**config.mk**
```make
export PLATFORM = sky130hd
export DESIGN_NAME = alu_pipe
export DESIGN_NICKNAME = d
export VERILOG_FILES = /design/src/rtl/alu_pkg.sv /design/src/rtl/alu_core.sv /design/src/rtl/alu_pipe.sv
export SDC_FILE = /design/constraint.sdc
export NUM_CORES = 1
export LEC_CHECK = 0
export BUFFER_PORTS_ARGS = -buffer_cell sky130_fd_sc_hd__buf_2
export CAP_MARGIN = 20
export CORE_MARGIN = 8
export CORE_UTILIZATION = 50
export CTS_CLUSTER_DIAMETER = 200
export DETAILED_ROUTE_END_ITERATION = 10
export HOLD_SLACK_MARGIN = 0.08
export PLACE_DENSITY = 0.68
export SYNTH_ARGS = -nofsm -noshare
export SYNTH_HDL_FRONTEND = slang
export SYNTH_HIERARCHICAL = 1
export SYNTH_SLANG_ARGS = --single-unit
```
**constraint.sdc**
```tcl
create_clock -name clk -period 3.5 [get_ports clk]
set_input_delay 0.175 -clock clk [delete_from_list [all_inputs] [get_ports clk]]
set_output_delay 0.175 -clock clk [all_outputs]
set_load 0.05 [all_outputs]
```
**src/rtl/alu_pkg.sv**
```systemverilog
// Shared types and constants for the pipelined ALU and its combinational core.
package alu_pkg;

    typedef enum logic [2:0] {
        ALU_ADD = 3'b000,
        ALU_SUB = 3'b001,
        ALU_AND = 3'b010,
        ALU_OR  = 3'b011,
        ALU_XOR = 3'b100,
        ALU_SHL = 3'b101,
        ALU_SHR = 3'b110,
        ALU_ACC = 3'b111
    } alu_op_e;

    localparam int unsigned FLAG_Z    = 0;
    localparam int unsigned FLAG_N    = 1;
    localparam int unsigned FLAG_C    = 2;
    localparam int unsigned FLAG_V    = 3;
    localparam int unsigned NUM_FLAGS = 4;

endpackage

```
**src/rtl/alu_core.sv**
```systemverilog
// Combinational ALU datapath: (op, a, b, acc) -> (result, {V,C,N,Z}).
module alu_core
    import alu_pkg::*;
#(
    parameter int WIDTH = 4
) (
    input  alu_op_e              op_i,
    input  logic [WIDTH-1:0]     a_i,
    input  logic [WIDTH-1:0]     b_i,
    input  logic [WIDTH-1:0]     acc_i,
    output logic [WIDTH-1:0]     result_o,
    output logic [NUM_FLAGS-1:0] flags_o
);

    localparam int unsigned     Msb      = WIDTH - 1;
    localparam logic [WIDTH-1:0] WidthVal = WIDTH'(WIDTH);
    localparam logic [WIDTH-1:0] One      = {{(WIDTH-1){1'b0}}, 1'b1};

    logic [WIDTH-1:0] add_lhs;
    logic [WIDTH-1:0] add_rhs;
    logic [WIDTH:0]   sum;
    logic [WIDTH:0]   diff;
    logic             shift_in_range;
    logic [WIDTH-1:0] shl_mask;
    logic [WIDTH-1:0] shr_mask;
    logic [WIDTH-1:0] res;
    logic             carry;
    logic             ovf;

    always_comb begin
        // ACC shares the adder: acc + A.
        add_lhs        = (op_i == ALU_ACC) ? acc_i : a_i;
        add_rhs        = (op_i == ALU_ACC) ? a_i : b_i;
        sum            = {1'b0, add_lhs} + {1'b0, add_rhs};
        diff           = {1'b0, a_i} - {1'b0, b_i};
        shift_in_range = (b_i != '0) && (b_i < WidthVal);
        // One-hot select of the last bit shifted out; only meaningful when in range.
        shl_mask       = One << (WidthVal - b_i);
        shr_mask       = One << (b_i - One);

        res   = '0;
        carry = 1'b0;
        ovf   = 1'b0;

        unique case (op_i)
            ALU_ADD, ALU_ACC: begin
                res   = sum[WIDTH-1:0];
                carry = sum[WIDTH];
                ovf   = (add_lhs[Msb] == add_rhs[Msb]) && (res[Msb] != add_lhs[Msb]);
            end
            ALU_SUB: begin
                res   = diff[WIDTH-1:0];
                carry = diff[WIDTH];
                ovf   = (a_i[Msb] != b_i[Msb]) && (res[Msb] != a_i[Msb]);
            end
            ALU_AND: res = a_i & b_i;
            ALU_OR:  res = a_i | b_i;
            ALU_XOR: res = a_i ^ b_i;
            ALU_SHL: begin
                if (b_i == '0) begin
                    res = a_i;
                end else if (shift_in_range) begin
                    res   = a_i << b_i;
                    carry = |(a_i & shl_mask);
                end
            end
            ALU_SHR: begin
                if (b_i == '0) begin
                    res = a_i;
                end else if (shift_in_range) begin
                    res   = a_i >> b_i;
                    carry = |(a_i & shr_mask);
                end
            end
            default: res = '0;
        endcase

        result_o         = res;
        flags_o          = '0;
        flags_o[FLAG_Z]  = (res == '0);
        flags_o[FLAG_N]  = res[Msb];
        flags_o[FLAG_C]  = carry;
        flags_o[FLAG_V]  = ovf;
    end

endmodule

```
**src/rtl/alu_pipe.sv**
```systemverilog
// Two-stage valid/ready ALU pipeline: S1 captures operands, S2 computes, registers the
// result/flags and owns the accumulator.
module alu_pipe
    import alu_pkg::*;
#(
    parameter int WIDTH = 4
) (
    input  logic                 clk,
    input  logic                 rst,
    input  logic                 in_valid,
    output logic                 in_ready,
    input  logic [WIDTH-1:0]     A,
    input  logic [WIDTH-1:0]     B,
    input  logic [2:0]           ALU_CONT,
    input  logic                 acc_clr,
    output logic                 out_valid,
    input  logic                 out_ready,
    output logic [WIDTH-1:0]     ALU_OUT,
    output logic [NUM_FLAGS-1:0] FLAGS
);

    logic                 s1_valid_q, s1_valid_d;
    logic [WIDTH-1:0]     s1_a_q, s1_a_d;
    logic [WIDTH-1:0]     s1_b_q, s1_b_d;
    alu_op_e              s1_op_q, s1_op_d;

    logic                 out_valid_q, out_valid_d;
    logic [WIDTH-1:0]     res_q, res_d;
    logic [NUM_FLAGS-1:0] flags_q, flags_d;
    logic [WIDTH-1:0]     acc_q, acc_d;

    logic                 advance;
    logic                 commit;
    logic [WIDTH-1:0]     core_res;
    logic [NUM_FLAGS-1:0] core_flags;

    alu_core #(
        .WIDTH (WIDTH)
    ) u_core (
        .op_i     (s1_op_q),
        .a_i      (s1_a_q),
        .b_i      (s1_b_q),
        .acc_i    (acc_q),
        .result_o (core_res),
        .flags_o  (core_flags)
    );

    assign advance  = !out_valid_q || out_ready;
    assign commit   = advance && s1_valid_q;
    // S1 can refill while S2 is stalled as long as S1 itself is empty.
    assign in_ready = !rst && (advance || !s1_valid_q);

    always_comb begin
        s1_valid_d = s1_valid_q;
        s1_a_d     = s1_a_q;
        s1_b_d     = s1_b_q;
        s1_op_d    = s1_op_q;
        if (in_ready) begin
            s1_valid_d = in_valid;
            if (in_valid) begin
                s1_a_d  = A;
                s1_b_d  = B;
                s1_op_d = alu_op_e'(ALU_CONT);
            end
        end

        out_valid_d = out_valid_q;
        res_d       = res_q;
        flags_d     = flags_q;
        if (advance) begin
            out_valid_d = s1_valid_q;
            if (s1_valid_q) begin
                res_d   = core_res;
                flags_d = core_flags;
            end
        end

        acc_d = acc_q;
        if (commit && (s1_op_q == ALU_ACC)) begin
            acc_d = core_res;
        end
        // Clear wins over a coinciding ACC commit; that op already used the old value.
        if (acc_clr) begin
            acc_d = '0;
        end
    end

    always_ff @(posedge clk or posedge rst) begin
        if (rst) begin
            s1_valid_q  <= 1'b0;
            s1_a_q      <= '0;
            s1_b_q      <= '0;
            s1_op_q     <= ALU_ADD;
            out_valid_q <= 1'b0;
            res_q       <= '0;
            flags_q     <= '0;
            acc_q       <= '0;
        end else begin
            s1_valid_q  <= s1_valid_d;
            s1_a_q      <= s1_a_d;
            s1_b_q      <= s1_b_d;
            s1_op_q     <= s1_op_d;
            out_valid_q <= out_valid_d;
            res_q       <= res_d;
            flags_q     <= flags_d;
            acc_q       <= acc_d;
        end
    end

    assign out_valid = out_valid_q;
    assign ALU_OUT   = res_q;
    assign FLAGS     = flags_q;

endmodule

```
==> reports/results.ini, run 1 <==
[setup_path]
cp-startpoint=s1_op_q[1]
cpPeakStageDelay_ns=0.61
path_cells=nand3_2, mux2_2, ha_1, a21o_1, a21oi_1, xor2_1, a32oi_1, nor4_1, mux2_2
start_kind=register
cp_max_fo=14
rr_endpoint=FLAGS[0]
worst_ep_arrival_time_ns=3.07
rr_startpoint=s1_op_q[1]
r2r_slack_ns=0.59
crit_cells=9
crit_path_end_kind=register
r2r_cells=9
crit_type=register to register
required_ns=3.66
critical_path.most_common_cell=mux2_2
cp_slowest_cell=dfrtp_1
path_buf_inv=0
path_delay_family=compound AO/OA/AOI/OAI gates

[final_layout]
fill_cells=390
regArea_sq_um=626
syn2layout_area_growth_pct=6.68
multiInputGateArea_sq_um=1480
diodes=0
nNetsFinal=284
mostFrequentLayoutCells=dfrtp_1 (25), buf_2 (25), inv_1 (18)
layout-drive-gt1-share_pct=30.2

[route]
routedWlPerCell_microns=17.2
drc_errors=0
drt_iter0_drc=181
num_vias=1754
drtAntennaViolNets=0
drtPass1Iterations=4
via_per_inst=5.85
drt_wl_total_microns=5170

[clocking]
cts_tree=yes
clk_latency_ns=0.27
cts_buffers=3
cts_num_sinks=25
path_clk_slew_ns=0.09
ctsLongestPathBuffers=2
cts_max_level=1
cts-resized-gates=0
clockRootBuffer=clkbuf_8

[sta]
finClkSkew_ns=0.00312
slew_violations=0
tns_ns=0
hold_viol_final=0
fin_crit_sh_pct=83.0
fmax_mhz=344
maxSlewHeadroom_pct=66.2
tightest_slew_ns=0.504
setup_violations=0
hold_slack_ns=0.124
rsz0062_at_grt=no
fin_crit_ns=2.91

[floorplanning]
initial_core_util_pct=52.6
dieArea_sq_um=7080
fp.coreArea_sq_um=4410
die_h_microns=84.2
io_pins=26
die_x_microns=84.2
rows=24

[synth]
ys_seq_elements=25
yosys.cell_types.count=63
async_flop_share_pct=100
synthCells=228
synth_flop_cell=dfrtp_1
avgSynthCellArea_sq_um=10.2
synth_edf_count=0
syn_nets=263
ys_warn_count=6
syn-cell-area_sq_um=2320
seq_area_frac_synth_pct=26.9

[outcome]
outcome=finished clean

[grt]
grt_usage_pct=14.5
grt_pass1_wl_microns=8690
grt_pass1_vias=1736
grt-ovfl-total=0
antenna_found_initial=0
grt_max_degree=27

[worst_hold_path]
min-delay-start=B[2]
hold_path.class=input pin to register
hold_depth=2
hold_end=s1_b_q[2]

[place]
io_buffers=25
place.gp.congestion=0.895
dp_hpwl_microns=3850

[pwr]
p_leak_nw=1.16
vdd_drop_max_uv=526
pwr_density_cell_nw_per_um2=639

[run]
drv_cap=0

logic make-up (layout without fill, tap and decap cells):
group	after synthesis	after routing	share of synthesized area (%)
fa+ha+maj	20	20	11.3
simple gates	59	59	16.7
mux	34	34	17.9
flops	25	25	26.9
compound gates	47	47	15.2
xor+xnor	7	7	2.64
buf+inv	36	56	9.21
metal layers:
| metal | vias to the layer above | routed length, microns | track usage [%] |
|---|---|---|---|
| li1 | 863 | - | - |
| met1 | 840 | 2480 | 20.0 |
| met2 | 45 | 2480 | 22.8 |
| met3 | 6 | 172 | 1.93 |
| met4 | 0 | 46 | 4.08 |
| met5 | - | 0 | 0 |
worst max path at each step:
stage	endpoint	slack [ns]
after floorplan	FLAGS[2]	0.76
final	FLAGS[0]	0.59
after global routing	FLAGS[0]	0.28
after global placement	FLAGS[0]	0.69
after CTS	FLAGS[0]	0.57
after detailed placement	FLAGS[0]	0.57
cells in the mapped netlist, types with 3 or more instances:
master    count  share of area, %
xnor2_1       3               1.1
buf_4         6               1.9
nor4_1        4               1.1
mux2_4        9               5.8
nor2b_1       4               1.1
nand2_1       9               1.5
a21oi_1      10               2.2
dfrtp_1      25                27
nor2_1        5              0.81
inv_1        18               2.9
mux2i_1       9               3.9
a221oi_1      3               1.1
nor3_1        4              0.86
buf_2         3              0.65
o21ai_0       8               1.7
ha_1         17               9.2
xor2_1        4               1.5
nand2b_1     15               4.0
buf_6         7               3.4
mux2_2       14               6.8
report_power, final:
part | internal [mW] | total [mW] | switching [mW]
Clock | 0.0816 | 0.176 | 0.0940
Sequential | 0.364 | 0.444 | 0.0799
Combinational | 0.384 | 0.964 | 0.580
Total | 0.830 | 1.58 | 0.754
worst register-to-register path, delay by kind of cell, from the launching register on:
family / cells / cell delay (ns)
AO/OA/AOI/OAI: 3 / 0.70
multiplexers: 2 / 0.64
flip-flops: 1 / 0.61
AND/OR/NAND/NOR: 2 / 0.43
adder cells (fa/ha/maj): 1 / 0.30
XOR/XNOR: 1 / 0.10
registers in the layout, indices dropped and copies added (netlist names):
signal      flops
out_valid       1
s1_a_q          4
acc_q           4
s1_b_q          4
ALU_OUT         4
FLAGS           4
s1_op_q         3
s1_valid_q      1
metrics by stage:
step / power (mW) / util [%] / setup WS, ns / instance area, sq um / cells
5_1_grt: 1.69 / 56.1 / 0.283 / 2480 / 300
4_1_cts: 1.59 / 56.1 / 0.567 / 2480 / 300
6_report: 1.58 / 56.1 / 0.594 / 2480 / 300
3_3_place_gp: 1.40 / 54.9 / 0.694 / 2420 / 295
3_5_place_dp: 1.41 / 54.9 / 0.575 / 2420 / 295
2_1_floorplan: 1.24 / - / 0.765 / 2320 / 228
timing repair:
| item | in CTS | in global routing |
|---|---|---|
| buffers inserted | 0 | 0 |
| hold buffers | 1 | 0 |
| endpoints found under the hold margin | 25 | 0 |
area by class of cell:
| type | count | area share, % |
|---|---|---|
| clock buffers | 4 | 1.82 |
| inverters | 19 | 2.88 |
| well taps | 52 | 2.63 |
| flip-flops and latches | 25 | 25.3 |
| multi-input cells | 167 | 59.8 |
| repair buffers | 33 | 7.58 |
No activity file was read; power rests on OpenSTA's default activity.
==> inputs of run 2 (changes only) <==
- clock period: 3.5 -> 3 ns (I/O delays scaled with it)
==> reports/results.ini, run 2 (same netlist as run 1, synthesis figures left out) <==
[outcome]
outcome=finished clean

[place]
preCtsSetupSlack_ns=0.383
place.gp.congestion=0.892
io_buffers=25
dp_hpwl_microns=3990
place_inst=295

[worst_hold_path]
min-delay-start=ALU_CONT[0]
hold_depth=2
hold_path.class=input pin to register

[setup_path]
required_ns=3.16
cpPeakStageDelay_ns=0.49
cp_slowest_cell=dfrtp_1
r2r_cells=10
path_cells=inv_1, ha_1, inv_1, fa_1, nand2b_1, a221oi_1, a311oi_1, a32oi_1, nor4_1, mux2_2
cp-startpoint=s1_a_q[0]
cp_max_fo=9
crit_path_end_kind=register
rr_startpoint=s1_a_q[0]
worst_ep_arrival_time_ns=2.85
critical_path.most_common_cell=inv_1
crit_type=register to register
start_kind=register

[grt]
grt_usage_pct=15.5
grt_pass1_vias=1834
grt_pass1_wl_microns=9240
grt-ovfl-total=0
grt_max_degree=27
antenna_found_initial=0

[floorplanning]
dieArea_sq_um=7080
rows=24
initial_core_util_pct=52.6
io_pins=26
fp.coreArea_sq_um=4410
die_h_microns=84.2
die_x_microns=84.2

[sta]
setup_violations=0
fin_crit_ns=2.69
fin_ws_ns=0.314
fin_crit_sh_pct=89.5
fmax_mhz=372
tightest_slew_ns=0.577
slew_violations=0
hold_slack_ns=0.100
maxSlewHeadroom_pct=61.4
rsz0062_at_grt=no
tns_ns=0
hold_viol_final=0
finClkSkew_ns=0.00294

[pwr]
clkPwrFrac_pct=11.1
p_sw_share_pct=47.9
pwr-share-comb_pct=61.3
p_leak_nw=1.16
switchingPower_mw=0.891
power_frac_seq_pct=27.6
intPower_mw=0.969
vdd_drop_max_uv=567
pwr_density_cell_nw_per_um2=751

[final_layout]
nNetsFinal=284
diodes=0
mostFrequentLayoutCells=dfrtp_1 (25), buf_2 (25), inv_1 (18)
syn2layout_area_growth_pct=6.68
layout-drive-gt1-share_pct=30.2
final_cells=300

[run]
drv_cap=0

[route]
drt_iter0_drc=180
num_vias=1811
drtAntennaViolNets=0
drc_errors=0
drtPass1Iterations=4
drt_wl_total_microns=5490
routedWlPerCell_microns=18.3
via_per_inst=6.04

[clocking]
clk_latency_ns=0.27
cts_tree=yes
cts_buffers=3
path_clk_slew_ns=0.09
cts_max_level=1
cts_num_sinks=25
clockRootBuffer=clkbuf_8
ctsLongestPathBuffers=2

-- run 2: cell counts in the layout (fill, tap and decap cells not counted) --
No cell type changed its count.
-- run 2: final timing paths --
kind | slack, ns | endpoint
worst max register to register | 0.31 | FLAGS[0]
worst max-delay path | 0.31 | FLAGS[0]
max in group asynchronous | 2.26 | acc_q[0]
worst min register to register | 0.51 | ALU_OUT[1]
min in group asynchronous | 0.49 | out_valid
worst min-delay path | 0.1 | s1_op_q[0]
-- run 2: layout make-up --
| type | count | area [sq um] |
|---|---|---|
| Fill cell | 384 | 1940 |
| Multi-Input combinational cell | 167 | 1480 |
| Sequential cell | 25 | 626 |
| Tap cell | 52 | 65.1 |
| Timing Repair Buffer | 33 | 188 |
| Inverter | 19 | 71.3 |
| Clock buffer | 4 | 45.0 |
-- run 2: routing by layer --
layer	share of wire, %	GRT usage (%)	wire, microns	up-vias
met5	0	0	0	-
met4	2.2	5.49	121	0
met3	5.1	2.32	282	12
met2	47	24.9	2590	71
met1	45	20.6	2490	873
li1	-	-	-	855
-- run 2: repair_timing --
action / 4_1_cts / 5_1_grt
endpoints found under the hold margin: 25 / 0
hold buffers: 1 / 0
buffers inserted: 0 / 0
gates resized for setup: 0 / 0
-- run 2: stage by stage --
| stage | instance area [sq um] | utilization (%) | power [mW] |
|---|---|---|---|
| final | 2480 | 56.1 | 1.86 |
| after global routing | 2480 | 56.1 | 1.98 |
| after CTS | 2480 | 56.1 | 1.86 |
| after detailed placement | 2420 | 54.9 | 1.65 |
| after global placement | 2420 | 54.9 | 1.64 |
| after floorplan | 2320 | - | 1.44 |
-- run 2: power groups by stage --
| stage | Clock (mW) | Combinational, mW | Sequential, mW |
|---|---|---|---|
| 2_1_floorplan | 0 | 0.758 | 0.687 |
| 3_3_place_gp | 0 | 1.12 | 0.517 |
| 3_5_place_dp | 0 | 1.12 | 0.521 |
| 4_1_cts | 0.217 | 1.13 | 0.515 |
| 5_1_grt | 0.222 | 1.23 | 0.529 |
| 6_report | 0.206 | 1.14 | 0.514 |
-- run 2: worst max-delay path, delay by kind of cell, from the launching register on --
family | cells | cell delay [ns]
simple gates | 2 | 0.13
compound gates | 3 | 0.76
buf+inv | 2 | 0.24
fa+ha+maj | 2 | 0.67
flops | 1 | 0.49
mux | 1 | 0.28
